### config.mk
export PLATFORM = sky130hd
export DESIGN_NAME = lagarto_dcache_responder
export DESIGN_NICKNAME = d
export VERILOG_FILES = /design/src/rtl/lagarto_dcache_responder.sv
export SDC_FILE = /design/constraint.sdc
export NUM_CORES = 1
export LEC_CHECK = 0
export CAP_MARGIN = 30
export CORE_AREA = 5 5 178 180
export DETAILED_ROUTE_END_ITERATION = 8
export DIE_AREA = 0 0 183 185
export PLACE_DENSITY = 0.72
export SKIP_LAST_GASP = 1
export SLEW_MARGIN = 20
export SYNTH_ARGS = -nofsm -noshare
export SYNTH_HDL_FRONTEND = slang
export SYNTH_SLANG_ARGS = --single-unit
### constraint.sdc
create_clock -name clk_i -period 1.7 [get_ports clk_i]
set_input_delay 0.51 -clock clk_i [delete_from_list [all_inputs] [get_ports clk_i]]
set_output_delay 0.51 -clock clk_i [all_outputs]
set_load 0.005 [all_outputs]
### src/rtl/lagarto_dcache_responder.sv
// Lagarto dcache responder: serialises split-phase loads and single-phase stores onto a valid/ready memory port.
// Optional misalignment check enabled by defining LAGARTO_DCR_MISALIGN_CHK_EN.
module lagarto_dcache_responder #(
  parameter int INDEX_W = 12,
  parameter int TAG_W   = 44,
  parameter int ADDR_W  = TAG_W + INDEX_W
) (
  input  logic              clk_i,
  input  logic              rst_i,
  input  logic [INDEX_W-1:0] ld_req_index_i,
  input  logic [TAG_W-1:0]  ld_req_tag_i,
  input  logic              ld_req_valid_i,
  input  logic              ld_req_tag_valid_i,
  input  logic              ld_req_kill_i,
  input  logic [1:0]        ld_req_size_i,
  input  logic [INDEX_W-1:0] st_req_index_i,
  input  logic [TAG_W-1:0]  st_req_tag_i,
  input  logic              st_req_valid_i,
  input  logic              st_req_kill_i,
  input  logic [63:0]       st_req_wdata_i,
  input  logic [7:0]        st_req_be_i,
  input  logic [1:0]        st_req_size_i,
  output logic [63:0]       resp_data_o,
  output logic              resp_valid_o,
  output logic              resp_nack_o,
  output logic              resp_gnt_st_o,
  output logic              xcpt_ma_ld_o,
  output logic              xcpt_ma_st_o,
  output logic              mem_req_valid_o,
  input  logic              mem_req_ready_i,
  output logic              mem_req_we_o,
  output logic [ADDR_W-1:0] mem_req_addr_o,
  output logic [63:0]       mem_req_wdata_o,
  output logic [7:0]        mem_req_be_o,
  input  logic              mem_resp_valid_i,
  input  logic [63:0]       mem_resp_data_i
);

  // state   | meaning
  // IDLE    | no operation outstanding, accepting requests
  // LD_TAG  | load index captured, waiting for tag phase
  // LD_REQ  | load request presented to memory
  // LD_WAIT | load accepted by memory, waiting for read data
  // ST_REQ  | store request presented to memory
  typedef enum logic [2:0] {IDLE, LD_TAG, LD_REQ, LD_WAIT, ST_REQ} state_e;

  state_e              state_q, state_d;
  logic                killed_q, killed_d;
  logic [ADDR_W-1:0]   paddr_q, paddr_d;
  logic [1:0]          size_q, size_d;
  logic [63:0]         wdata_q, wdata_d;
  logic [7:0]          be_q, be_d;
  logic [63:0]         resp_data_q, resp_data_d;
  logic                resp_valid_q, resp_valid_d;
  logic                nack_q, nack_d;
  logic                gnt_q, gnt_d;
  logic                xld_q, xld_d;
  logic                xst_q, xst_d;
  logic                ld_mis, st_mis;
  logic [63:0]         ld_shifted, ld_data;

`ifdef LAGARTO_DCR_MISALIGN_CHK_EN
  function automatic logic misaligned(input logic [1:0] sz, input logic [2:0] off);
    case (sz)
      2'd0:    misaligned = 1'b0;
      2'd1:    misaligned = off[0];
      2'd2:    misaligned = |off[1:0];
      default: misaligned = |off;
    endcase
  endfunction

  // Load offset lives in the index, so it is already latched by the tag phase.
  assign ld_mis = misaligned(size_q, paddr_q[2:0]);
  assign st_mis = misaligned(st_req_size_i, st_req_index_i[2:0]);
`else
  logic unused_st_size;
  assign unused_st_size = ^st_req_size_i;
  assign ld_mis = 1'b0;
  assign st_mis = 1'b0;
`endif

  always_comb begin
    ld_shifted = mem_resp_data_i >> {paddr_q[2:0], 3'b000};
    ld_data    = ld_shifted;
    case (size_q)
      2'd0:    ld_data = {56'd0, ld_shifted[7:0]};
      2'd1:    ld_data = {48'd0, ld_shifted[15:0]};
      2'd2:    ld_data = {32'd0, ld_shifted[31:0]};
      default: ld_data = ld_shifted;
    endcase
  end

  always_comb begin
    state_d      = state_q;
    killed_d     = killed_q;
    paddr_d      = paddr_q;
    size_d       = size_q;
    wdata_d      = wdata_q;
    be_d         = be_q;
    resp_data_d  = resp_data_q;
    resp_valid_d = 1'b0;
    nack_d       = 1'b0;
    gnt_d        = 1'b0;
    xld_d        = 1'b0;
    xst_d        = 1'b0;
    case (state_q)
      IDLE: begin
        if (st_req_valid_i && !st_req_kill_i) begin
          paddr_d = {st_req_tag_i, st_req_index_i};
          wdata_d = st_req_wdata_i;
          be_d    = st_req_be_i;
          nack_d  = ld_req_valid_i;
          if (st_mis) xst_d = 1'b1;
          else        state_d = ST_REQ;
        end else if (ld_req_valid_i) begin
          paddr_d[INDEX_W-1:0] = ld_req_index_i;
          size_d  = ld_req_size_i;
          state_d = LD_TAG;
        end
      end
      LD_TAG: begin
        nack_d = ld_req_valid_i | st_req_valid_i;
        if (ld_req_kill_i) begin
          state_d = IDLE;
        end else if (ld_req_tag_valid_i) begin
          paddr_d[ADDR_W-1:INDEX_W] = ld_req_tag_i;
          if (ld_mis) begin
            xld_d   = 1'b1;
            state_d = IDLE;
          end else begin
            state_d = LD_REQ;
          end
        end
      end
      LD_REQ: begin
        nack_d = ld_req_valid_i | st_req_valid_i;
        if (ld_req_kill_i) killed_d = 1'b1;
        if (mem_req_ready_i) state_d = LD_WAIT;
      end
      LD_WAIT: begin
        nack_d = ld_req_valid_i | st_req_valid_i;
        if (ld_req_kill_i) killed_d = 1'b1;
        if (mem_resp_valid_i) begin
          state_d = IDLE;
          // A kill arriving with the data still suppresses the response.
          if (!(killed_q || ld_req_kill_i)) begin
            resp_valid_d = 1'b1;
            resp_data_d  = ld_data;
          end
        end
      end
      ST_REQ: begin
        nack_d = ld_req_valid_i | st_req_valid_i;
        if (mem_req_ready_i) begin
          gnt_d   = 1'b1;
          state_d = IDLE;
        end
      end
      default: state_d = IDLE;
    endcase
    if (state_d == IDLE) killed_d = 1'b0;
  end

  always_ff @(posedge clk_i) begin
    if (rst_i) begin
      state_q      <= IDLE;
      killed_q     <= 1'b0;
      paddr_q      <= '0;
      size_q       <= 2'd0;
      wdata_q      <= 64'd0;
      be_q         <= 8'd0;
      resp_data_q  <= 64'd0;
      resp_valid_q <= 1'b0;
      nack_q       <= 1'b0;
      gnt_q        <= 1'b0;
      xld_q        <= 1'b0;
      xst_q        <= 1'b0;
    end else begin
      state_q      <= state_d;
      killed_q     <= killed_d;
      paddr_q      <= paddr_d;
      size_q       <= size_d;
      wdata_q      <= wdata_d;
      be_q         <= be_d;
      resp_data_q  <= resp_data_d;
      resp_valid_q <= resp_valid_d;
      nack_q       <= nack_d;
      gnt_q        <= gnt_d;
      xld_q        <= xld_d;
      xst_q        <= xst_d;
    end
  end

  assign resp_data_o     = resp_data_q;
  assign resp_valid_o    = resp_valid_q;
  assign resp_nack_o     = nack_q;
  assign resp_gnt_st_o   = gnt_q;
  assign xcpt_ma_ld_o    = xld_q;
  assign xcpt_ma_st_o    = xst_q;
  assign mem_req_valid_o = (state_q == LD_REQ) || (state_q == ST_REQ);
  assign mem_req_we_o    = (state_q == ST_REQ);
  assign mem_req_addr_o  = {paddr_q[ADDR_W-1:3], 3'b000};
  assign mem_req_wdata_o = wdata_q;
  assign mem_req_be_o    = (state_q == LD_REQ) ? 8'hFF : be_q;

endmodule

==> impl_metrics.toml <==
[run_status]
status = "complete, but fails checks"
violations = "setup timing"

[final_layout]
syn_to_final_growth_pct = 90.4
drive_above_1_share_pct = 38.5
fillers = 2406
fin_util_pct = 61.0
nets = 1855

[synth]
ys.flop_type = "dfxtp_1"
synth-edff-count = 0
synthMuxAreaShare_pct = 14.0
synth_fa_ha_area_share_pct = 0
netlist_area_um2 = 9610
synth_area_leaders = "dfxtp_1 (42%), mux2i_1 (7.9%), nand2_1 (7.8%), a211oi_2 (5.7%), buf_4 (4.9%)"
avgSynthCellArea_um2 = 9.26
yosysTopAreaCell = "dfxtp_1"
synth_xor_area_share_pct = 0
ys_top_cells_by_count = "dfxtp_1 (201), nand2_1 (200), nor2_1 (84)"
ys_types = 52
synth_cells = 1038
synth.most_common_cell = "dfxtp_1"
yosys.area.top_type_share_pct = 41.9
synth_top_family_by_area = "compound AO/OA/AOI/OAI gates"
async_flop_share_pct = 0
synth-simple-area-share_pct = 15.1
yosysSeqAreaShare_pct = 41.9
yosys_warnings = 0
synth_seq_cells = 201
synth_compound_area_share_pct = 19.8

[cts]
clkTransAtPathRegs_ns = 0.06
clockBufferDepth = 3
h-tree-depth = 1
cts.sinks = 201
cts_buffers = 24
cts-root-buf = "clkbuf_16"
insertion_delay_ns = 0.52
cts_tree = "yes"

[critical_path]
worst-path-buf-inv = 5
endpoint_kind = "flop"
crit_path_frequent_cell = "buf_6"
crit_slowest_cell = "or3_4"
worst-setup-path-type = "flop to flop"
crit_start = "state_q[1]"
required_ns = 2.14
worstPathArrival_ns = 2.46
crit_family = "buffers and inverters"
reg2reg_slack_ns = -0.32
crit_path_start_kind = "flop"
path_max_fanout = 14
r2r_start = "state_q[1]"
r2r_cells = 9
timing.rr.end = "mem_req_wdata_o[34]"
crit_path_cell_trace = "buf_6, buf_6, or3_4, buf_6, nor2_4, buf_12, bufbuf_16, nand2_1, a21oi_2"
worst_path_largest_cell_delay_ns = 0.39

[sta]
layout_setup_ws_ns = -0.322
tightest_slew_ns = 0.535
slew_violations = 0
finalSetupViolCount = 177
finalCriticalPeriod_ns = 2.02
timing.fmax_mhz = 494
final.period_utilization_pct = 119
finalSetupTns_ns = -28.30
grt_setup_unrepaired = "yes"
clock_skew_ns = 0.00984
hold_viol = 0
relSlewSlack_pct = 64.3

[power_and_ir_drop]
power_density_nw_per_um2 = 795
p_leak_nw = 7.84
ir_drop_mv = 0.869

[detailed_routing]
dr.pass1.iters = 5
vias = 10277
routed_wl_um = 44300
drtIter0Drc = 539
via_per_inst = 5.11
ant_nets = 0
drcViolationCount = 0
wl_per_cell_um = 22.0

[global_route]
globalRouteTotalUtil_pct = 22.2
antenna_found_initial = 3
grt_pass1_vias = 10151
grt_start_max_net_pins = 82
grt_pass1_wl_um = 59500
grt-ovfl-total = 0

[placement]
place_congestion = 0.957
port_buffers = 452
dp_slack_ns = -0.611
dpl.hpwl_um = 29500

[die]
die_h_um = 185
start_util_pct = 32.0
die-area_um2 = 33900
coreArea_um2 = 30000
num_rows = 64
die_x_um = 183
pin_count = 460

[min_path]
hold_depth = 2
hold-path-endpoint = "mem_req_wdata_o[0]"
hold_class = "flop to flop"
hp-start = "mem_req_wdata_o[0]"

[job]
cap_violations = 0
worst min-delay path, stage by stage (launching register included):
cell and delay (ns):
dfxtp_1 0.30, nand2_1 0.05, a21oi_1 0.05
per-layer routing:
metal / vias to the layer above / part of all wire, % / track usage (%)
met1: 4959 / 38 / 26.2
met3: 112 / 7.9 / 6.09
li1: 4752 / - / -
met4: 0 / 4.3 / 8.25
met2: 454 / 50 / 38.8
met5: - / 0 / 0
what timing repair did:
action / in CTS / in global routing
setup buffers: 42 / 23
hold buffers: 0 / 0
gates resized for setup: 444 / 297
pin swaps: 76 / 146
gates cloned: 16 / 15
setup endpoints to repair: 361 / 217
flip-flops by register name, indices dropped and copies added, names as in the netlist:
| name | count |
|---|---|
| resp_valid_o | 1 |
| state_q | 3 |
| killed_q | 1 |
| resp_data_o | 64 |
| paddr_q | 56 |
| resp_gnt_st_o | 1 |
| be_q | 8 |
| mem_req_wdata_o | 64 |
| size_q | 2 |
| resp_nack_o | 1 |
kinds of logic after synthesis:
logic type             Yosys count
AOI/OAI and AO/OA              244
buffers and inverters          143
DFF                            201
muxes                          108
other                            1
and+or+nand+nor                341
cells in the final DEF, fill, tap and decap left out, types with 7 or more instances in the layout:
master             n
dfxtp_2           29
nor3b_2            8
buf_8             18
buf_12            34
dlygate4sd2_1    175
a2bb2oi_1          7
a211oi_2          52
nand2_2           12
mux4_2            20
a221o_1           19
a211oi_1           8
mux2i_1           76
a21oi_1           18
nand2_1          135
nor2_4            27
nor2_1            26
buf_4             99
mux2_2            11
o21ai_0           18
a311oi_2           9
dfxtp_1          169
a21oi_2           56
nor2b_1           12
nand2_4           52
clkdlybuf4s50_1  256
clkbuf_16         32
a22o_1            18
nor2_2            32
buf_6             59
clkdlybuf4s15_1    7
o21ai_2           12
or2_4             10
how the worst max path moves through the flow:
| stage | depth (start not counted) | to | slack [ns] |
|---|---|---|---|
| detailed placement | 6 | resp_data_o[62] | -0.61 |
| floorplan | 6 | resp_data_o[24] | -0.05 |
| CTS | 5 | mem_req_be_o[7] | -0.31 |
| finish | 9 | mem_req_wdata_o[34] | -0.32 |
| global route | 11 | mem_req_wdata_o[51] | -0.35 |
| global placement | 7 | resp_data_o[18] | -0.60 |
stage by stage:
step | std cells | hold slack (ns) | total power, mW | cell area [um^2]
3_3_place_gp | 1886 | 0.437 | 8.34 | 15000
2_1_floorplan | 1042 | 0.432 | 6.70 | 9660
3_5_place_dp | 1886 | 0.444 | 8.38 | 15000
6_report | 2010 | 0.454 | 14.6 | 18300
5_1_grt | 2010 | 0.479 | 15.1 | 18300
4_1_cts | 1986 | 0.452 | 14.2 | 17100
area by class of cell:
type	instances	area (um^2)	share of cell area [%]
Timing Repair Buffer	664	6850	37.4
Multi-Input combinational cell	699	6050	33.0
Sequential cell	201	4070	22.2
Clock buffer	34	689	3.77
Tap cell	396	495	2.71
Clock inverter	9	130	0.711
Inverter	4	15.0	0.0820
Antenna cell	3	7.51	0.0410
power by group:
part           leakage, nW  internal (mW)  switching, mW  total [mW]
sequential            1.65           4.95          0.174        5.13
combinational         5.79           2.25           1.83        4.08
clock                0.400           3.28           2.07        5.35
Power figures use the tool's default switching activity.
